[src/rtl/brs_uart_tx.sv]
// Byte UART transmitter (start, 8 data LSB-first, optional even parity via BRS_UART_PARITY_EN, stop) fed by a small FIFO.
// Latency: push at edge N into an idle block gives start bit from N+1; backpressure: in_ready = !full, no pop bypass.

module brs_fifo #(
  parameter int W     = 8,
  parameter int DEPTH = 4,
  parameter int AW    = $clog2(DEPTH)
) (
  input  logic          clk,
  input  logic          rst_n,
  input  logic          push,
  input  logic [W-1:0]  wdata,
  input  logic          pop,
  output logic [W-1:0]  rdata,
  output logic          full,
  output logic          empty,
  output logic [AW:0]   level
);
  logic [W-1:0] mem [DEPTH];
  logic [AW:0]  wr_ptr;
  logic [AW:0]  rd_ptr;

  // One extra pointer bit separates full from empty when the low bits match.
  assign full  = (wr_ptr[AW] != rd_ptr[AW]) && (wr_ptr[AW-1:0] == rd_ptr[AW-1:0]);
  assign empty = (wr_ptr == rd_ptr);
  assign level = wr_ptr - rd_ptr;
  assign rdata = mem[rd_ptr[AW-1:0]];

  always_ff @(posedge clk or negedge rst_n) begin
    if (!rst_n) begin
      wr_ptr <= '0;
      rd_ptr <= '0;
    end else begin
      if (push && !full)
        wr_ptr <= wr_ptr + 1'b1;
      if (pop && !empty)
        rd_ptr <= rd_ptr + 1'b1;
    end
  end

  always_ff @(posedge clk) begin
    if (push && !full)
      mem[wr_ptr[AW-1:0]] <= wdata;
  end
endmodule

module brs_uart_tx #(
  parameter int CLKS_PER_BIT = 16,
  parameter int FIFO_DEPTH   = 4
) (
  input  logic                         clk,
  input  logic                         rst_n,
  input  logic [7:0]                   in_data,
  input  logic                         in_valid,
  output logic                         in_ready,
  output logic                         tx,
  output logic                         busy,
  output logic [$clog2(FIFO_DEPTH):0]  fifo_level
);
  localparam int CW = (CLKS_PER_BIT > 1) ? $clog2(CLKS_PER_BIT) : 1;

  typedef enum logic [2:0] {
    S_IDLE,
    S_START,
    S_DATA,
    S_PARITY,
    S_STOP
  } state_t;

  state_t        state;
  logic [CW-1:0] baud_cnt;
  logic [2:0]    bit_cnt;
  logic [7:0]    shreg;
  logic          baud_last;
  logic          load;
  logic          fifo_full;
  logic          fifo_empty;
  logic [7:0]    fifo_rdata;
`ifdef BRS_UART_PARITY_EN
  logic          par_bit;
`endif

  assign in_ready  = !fifo_full;
  assign baud_last = (baud_cnt == CW'(CLKS_PER_BIT - 1));
  // A new frame starts from IDLE or straight out of the last stop-bit cycle.
  assign load      = !fifo_empty && ((state == S_IDLE) || (state == S_STOP && baud_last));
  assign busy      = (state != S_IDLE) || (fifo_level != '0);

  brs_fifo #(
    .W     (8),
    .DEPTH (FIFO_DEPTH)
  ) u_fifo (
    .clk   (clk),
    .rst_n (rst_n),
    .push  (in_valid),
    .wdata (in_data),
    .pop   (load),
    .rdata (fifo_rdata),
    .full  (fifo_full),
    .empty (fifo_empty),
    .level (fifo_level)
  );

  always_ff @(posedge clk or negedge rst_n) begin
    if (!rst_n) begin
      state    <= S_IDLE;
      tx       <= 1'b1;
      baud_cnt <= '0;
      bit_cnt  <= '0;
      shreg    <= '0;
`ifdef BRS_UART_PARITY_EN
      par_bit  <= 1'b0;
`endif
    end else begin
      case (state)
        S_IDLE: begin
          tx <= 1'b1;
          if (load) begin
            state    <= S_START;
            tx       <= 1'b0;
            baud_cnt <= '0;
            shreg    <= fifo_rdata;
`ifdef BRS_UART_PARITY_EN
            par_bit  <= ^fifo_rdata;
`endif
          end
        end
        S_START: begin
          if (baud_last) begin
            state    <= S_DATA;
            baud_cnt <= '0;
            bit_cnt  <= '0;
            tx       <= shreg[0];
            shreg    <= shreg >> 1;
          end else begin
            baud_cnt <= baud_cnt + 1'b1;
          end
        end
        S_DATA: begin
          if (baud_last) begin
            baud_cnt <= '0;
            if (bit_cnt == 3'd7) begin
              bit_cnt <= '0;
`ifdef BRS_UART_PARITY_EN
              state   <= S_PARITY;
              tx      <= par_bit;
`else
              state   <= S_STOP;
              tx      <= 1'b1;
`endif
            end else begin
              bit_cnt <= bit_cnt + 1'b1;
              tx      <= shreg[0];
              shreg   <= shreg >> 1;
            end
          end else begin
            baud_cnt <= baud_cnt + 1'b1;
          end
        end
`ifdef BRS_UART_PARITY_EN
        S_PARITY: begin
          if (baud_last) begin
            state    <= S_STOP;
            tx       <= 1'b1;
            baud_cnt <= '0;
          end else begin
            baud_cnt <= baud_cnt + 1'b1;
          end
        end
`endif
        S_STOP: begin
          if (baud_last) begin
            baud_cnt <= '0;
            if (load) begin
              state   <= S_START;
              tx      <= 1'b0;
              shreg   <= fifo_rdata;
`ifdef BRS_UART_PARITY_EN
              par_bit <= ^fifo_rdata;
`endif
            end else begin
              state   <= S_IDLE;
              tx      <= 1'b1;
            end
          end else begin
            baud_cnt <= baud_cnt + 1'b1;
          end
        end
        default: begin
          state <= S_IDLE;
          tx    <= 1'b1;
        end
      endcase
    end
  end
endmodule

[config.mk]
export PLATFORM = sky130hd
export DESIGN_NAME = brs_uart_tx
export DESIGN_NICKNAME = d
export VERILOG_FILES = /design/src/rtl/brs_uart_tx.sv
export SDC_FILE = /design/constraint.sdc
export NUM_CORES = 1
export LEC_CHECK = 0
export BUFFER_PORTS_ARGS = -buffer_cell sky130_fd_sc_hd__buf_2
export CAP_MARGIN = 5
export CORE_ASPECT_RATIO = 0.8
export CORE_MARGIN = 3
export CORE_UTILIZATION = 35
export CTS_CLUSTER_DIAMETER = 80
export CTS_CLUSTER_SIZE = 14
export DETAILED_ROUTE_END_ITERATION = 6
export PLACE_DENSITY = 0.56
export SLEW_MARGIN = 25
export SYNTH_ARGS = -nofsm -noshare
export SYNTH_HDL_FRONTEND = slang
export SYNTH_HIERARCHICAL = 1
export SYNTH_SLANG_ARGS = --single-unit
[constraint.sdc]
create_clock -name clk -period 2.8 [get_ports clk]
set_input_delay 0.56 -clock clk [delete_from_list [all_inputs] [get_ports clk]]
set_output_delay 0.56 -clock clk [all_outputs]
set_load 0.01 [all_outputs]
=== Word level (Yosys, flattened, before mapping) ===
Memories as Yosys holds them, arrays and structs flattened.
Cells that the tools add are included.

* ROM bits: 0
* Register bits after elaboration: 25
* Memories kept: 1
* Latch bits: 0
* Bits in writable memories: 32
* Input bits: 11

* Shifts and indexed selects: 0
* Add/sub/neg operators: 5
* Reductions and logical operators: 21
* Multiplexer cells: 28
* Divide/modulo/power cells: 0
* Bitwise operators: 0
* Multipliers: 0
* Equality and inequality tests: 14
* Order comparisons: 0

{| class="wikitable"
|+ Memory list
! memory !! words !! bits a word !! rd ports !! clocked after Yosys merged registers in !! wr ports !! line !! source
|-
| u_fifo.mem || 4 || 8 || 1 || 0 || 1 || 19 || <nowiki>logic [W-1:0] mem [DEPTH];</nowiki>
|}

{| class="wikitable"
|+ Operators by type and width
! kind !! count
|-
| 2-to-1 mux 8 bit || 5
|-
| case mux 8 bit (4 select lines) || 1
|-
| 2-to-1 mux 3 bit || 8
|-
| case mux 3 bit (4 select lines) || 1
|-
| inequality test 2 bit (second input constant) || 5
|-
| AND reduction 5 bit || 2
|-
| adder 3 x 1 -> 3 bit (second input constant) || 3
|-
| 2-to-1 mux 1 bit || 8
|-
| 2-to-1 mux 4 bit || 2
|-
| case mux 4 bit (2 select lines) || 1
|-
| equality test 3 bit (second input constant) || 2
|-
| case mux 3 bit (2 select lines) || 1
|-
| AND reduction 3 bit || 2
|-
| nonzero test 3 bit || 2
|-
| logical AND 1 bit || 5
|-
| adder 4 x 1 -> 4 bit (second input constant) || 1
|-
| equality test 4 bit (second input constant) || 1
|-
| case mux 1 bit (4 select lines) || 1
|-
| nonzero test 2 bit || 2
|-
| nonzero test 4 bit || 1
|-
| equality test 3 x 1 -> 1 bit (second input constant) || 1
|-
| equality test 3 x 2 -> 1 bit (second input constant) || 1
|-
| equality test 3 bit || 1
|-
| logical NOT 3 bit || 1
|-
| other kinds (8) || 10
|}

=== Longest topological paths before layout ===
* Depth in word-level cells: 7
* Depth in mapped cells: 10

=== Cells and area by module ===
The synthesis kept the hierarchy.

{| class="wikitable"
|+ By module, submodules not included
! module !! times used !! sequential area each (µm²) !! area an instance (µm²) !! cells each
|-
| brs_fifo || 1 || 1111.1 || 1611.5 || 87
|-
| brs_uart_tx || 1 || 476.7 || 1131.1 || 104
|}

=== Worst setup path after synthesis ===
Ideal clock, no wire load.

* Path type: register to register
* Start point: register u_fifo.rd_ptr[1]
* End point: register shreg[0]
* Data arrival time: 2.363 ns
* Setup slack: 0.313 ns
* Stages on the path, launching flop included: 9
* Required time: 2.675 ns
* Cell sequence: dfrtp_1 -> clkbuf_1 -> inv_1 -> ha_1 -> nand2_1 -> nor2_1 -> nor3_2 -> a221oi_4 -> mux2_2

* Cells in the longest elaborated chain, start to end: 6
* Elaborated cells on any way between the ends: 7

{| class="wikitable"
|+ RTL lines
! what !! line !! source
|-
| start, declared || 21 || <nowiki>logic [AW:0] rd_ptr;</nowiki>
|-
| start signal, assigned || 37 || <nowiki>rd_ptr <= rd_ptr + 1'b1;</nowiki>
|-
| equality test 3 bit * || 25 || <nowiki>assign empty = (wr_ptr == rd_ptr);</nowiki>
|-
| net fifo_empty || 77 || <nowiki>logic fifo_empty;</nowiki>
|-
| logical NOT 1 bit * || 86 || <nowiki>assign load = !fifo_empty && ((state == S_IDLE) || (state == S_STOP && baud_last));</nowiki>
|-
| logical AND 1 bit * || 86 ||
|-
| 2-to-1 mux 8 bit * || 118, 174 ||
|-
| 2-to-1 mux 8 bit || 172 || <nowiki>if (baud_last) begin</nowiki>
|-
| case mux 8 bit (4 select lines) * || 115 || <nowiki>case (state)</nowiki>
|-
| end signal, assigned || 122 || <nowiki>shreg <= fifo_rdata;</nowiki>
|-
| end signal, assigned || 134 || <nowiki>shreg <= shreg >> 1;</nowiki>
|-
| end signal, assigned || 177 || <nowiki>shreg <= fifo_rdata;</nowiki>
|-
| end, declared || 73 || <nowiki>logic [7:0] shreg;</nowiki>
|}

Mark *: on every way through the listed nets, which the timed path passes. The rest lies on a longest branch. The select of a mux whose other input is x is not followed.
A chain may end at the register's enable or synchronous reset.

=== Worst setup path in the final report ===
* Start point: register u_fifo.wr_ptr[0]
* End point: output port busy

* Cells in the longest elaborated chain, start to end: 3

{| class="wikitable"
|+ RTL lines
! what !! line !! source
|-
| start, declared || 20 || <nowiki>logic [AW:0] wr_ptr;</nowiki>
|-
| start signal, assigned || 35 || <nowiki>wr_ptr <= wr_ptr + 1'b1;</nowiki>
|-
| subtractor 3 bit || 26 || <nowiki>assign level = wr_ptr - rd_ptr;</nowiki>
|-
| nonzero test 3 bit || 87 || <nowiki>assign busy = (state != S_IDLE) || (fifo_level != '0);</nowiki>
|-
| logical OR 1 bit || 87 ||
|-
| end, declared || 57 || <nowiki>output logic busy,</nowiki>
|}

Every way passes these cells.

==> run metrics <==
Worst Setup End Kind output pin; top-level I/O count 17; YS warnings 6; VDD IR max between 0.5 and 0.6 mV; H-tree levels 3; Tcrit/Tclk final slightly above 90%; FMAX a little under 400 MHz; first-pass GRT wire length 8270 µm; met1 GRT Util approximately 18%; Die ar. approximately 0.0089 mm²; Total Wirelength around 4800 µm; multi-input logic area 0.00108 mm²; Fin Clk Skew between 0.01 and 0.015 ns; met2 Usage GRT between 15 and 20%; syn nets 213; WP data required 2.24 ns; outcome complete, no violations; cell count after synthesis about 190; Critical Path AT roughly 2.0 ns; number of flops mapped to enable cells by yosys 32; CTS Sinks 57; routed vias/inst 4.82; Post-CTS Hold Buffers 0; hpwl dp ~3300 µm; min cycle time layout 2.58 ns; Setup WS pre-CTS between 0.3 and 0.4 ns; path type of the worst setup path flop to output pin; post-synthesis register bit count 57; CTS tree done; layout cells sized above 1 32.0%; grt ovf 0; register area between 0.0015 and 0.002 mm²; vias post-DR roughly 1.6k; CTS Buf Count 9; Slew Viols, Final 0; Die H 85.2 µm; top_reg_cell synth edfxtp_1; crit-path max FO 4; Core Footprint approximately 0.0075 mm²; layout filler cell count roughly 720; worst setup margin 0.219 ns; setup TNS 0 ns; root buf cell clkbuf_8; DIE WIDTH between 100 and 150 µm; gr usage total between 10% and 20%; GP Congestion about 0.7; Pwr Density around 1100 mW/mm²; largest net degree at the start of global routing 26; post-cts sizing count 0; number of port buffers 16; path category of the worst min-delay check input pin to asynchronous set/reset pin; DRT iter0 DRCs between 90 and 100; 1st-pass router iterations 4; number of DRC violations after detailed routing 0; Skew-Pair Late Insertion Delay 0.34 ns; max-cap viol count 0; Initial Utilization a little over a third; drt wl/cell around 15 µm; Leak approximately 0.0012 µW; Seq/Total Area, Yosys just under 60%; worst-margin pin slew roughly 0.64 ns; most common cell after layout, fill and taps aside edfxtp_1; post-CTS setup buffer count 0; vias in the first global route 1,555; Clock Pin Slew Worst Setup and Hold Paths around 0.070 ns; post-route antenna net violation count 0; count of cell types in the netlist 47; area of the mapped netlist ~0.0027 mm²; mean area per synthesized cell approximately 14 µm²; endpoints failing setup 0; antenna diode count 0; Hold Vio Cnt, Final 0; async set or reset register ratio after synthesis 43.9%; WHS roughly 0.22 ns; M3 GR Usage about 4.4%; area delta synth->final 14.3%; Max clock buf depth 2; Critical Path Source Type flop; Core Rows 28; layer with the highest usage met1; RSZ-0062 raised after global routing no; relative slew slack 57.5%; initial antenna violation count 0; commonest cells after routing, fill and taps aside 32 x edfxtp_1, 24 x dfrtp_1, 16 x buf_2, 15 x mux2_2, 11 x inv_1; NumNets Final about 240
[per-layer routing]
| layer | share of wire, % | wire (µm) |
|---|---|---|
| met5 | 0 | 0 |
| met4 | 2.1 | 99 |
| met3 | 3.7 | 177 |
| met2 | 42 | 2020 |
| met1 | 52 | 2480 |
[registers in the layout, summed over array words and instances (netlist names)]
register	count
u_fifo/rd_ptr	3
u_fifo/mem	32
shreg	8
state	3
bit_cnt	3
baud_cnt	4
u_fifo/wr_ptr	3
tx	1
[logic make-up (layout without fill, tap and decap cells)]
family,after synthesis,count (layout),synth area share [%]
flops,57,57,57.9
simple gates,45,45,8.99
compound gates,28,28,7.94
mux,27,27,14.6
buf+inv,17,45,2.83
fa+ha+maj,11,11,5.29
xor+xnor,6,6,2.46
[cell usage after synthesis, types with 4 or more instances]
cell type / n / area (µm²)
nor2_1: 9 / 33.8
mux2_2: 15 / 169
a22oi_1: 4 / 30.0
mux4_2: 8 / 180
ha_1: 10 / 125
and3_1: 5 / 31.3
nand2_1: 10 / 37.5
inv_1: 11 / 41.3
xnor2_1: 4 / 35.0
o21ai_0: 5 / 25.0
dfrtp_1: 24 / 601
nand3_1: 5 / 25.0
edfxtp_1: 32 / 961
[final timing paths]
check	start	to	slack, ns	cells past startpoint
worst max-delay path	u_fifo/wr_ptr[0]	busy	0.22	7
worst min-delay path	rst_n	baud_cnt[2]	0.22	1
worst max register to register	u_fifo/wr_ptr[0]	shreg[7]	0.36	7
worst min register to register	shreg[2]	shreg[2]	0.50	1
max in group asynchronous	rst_n	shreg[2]	2.19	1
min in group clk	in_data[7]	u_fifo/mem[3][7]	0.43	1
[cell type report]
cell class / count / share of cell area, %
multi-input cells: 117 / 34.4
flip-flops and latches: 57 / 50.6
repair buffers: 18 / 3.03
clock buffers: 9 / 3.95
well taps: 105 / 4.19
clock inverters: 7 / 2.51
inverters: 11 / 1.32
[critical path, cell delays in order (launching register included)]
cell     delay (ns)
dfrtp_1        0.40
inv_1          0.10
ha_1           0.20
inv_1          0.07
fa_1           0.42
nor4_1         0.28
nand2_1        0.08
buf_2          0.15
[power by group]
group	switching (µW)	internal, µW	leakage, µW	total, µW
logic	706	697	0.000533	1400
clock network	352	418	0.000104	770
registers	191	1160	0.000607	1350
[stage by stage]
step / instance area [µm²] / cells / util [%] / power, µW
after floorplan: 2740 / 191 / - / 2450
after global placement: 2930 / 308 / 39.1 / 2780
after detailed placement: 2930 / 308 / 39.1 / 2790
after CTS: 3140 / 324 / 41.8 / 3580
after global routing: 3140 / 324 / 41.8 / 3800
final: 3140 / 324 / 41.8 / 3520
No activity file was read; power rests on OpenSTA's default activity.
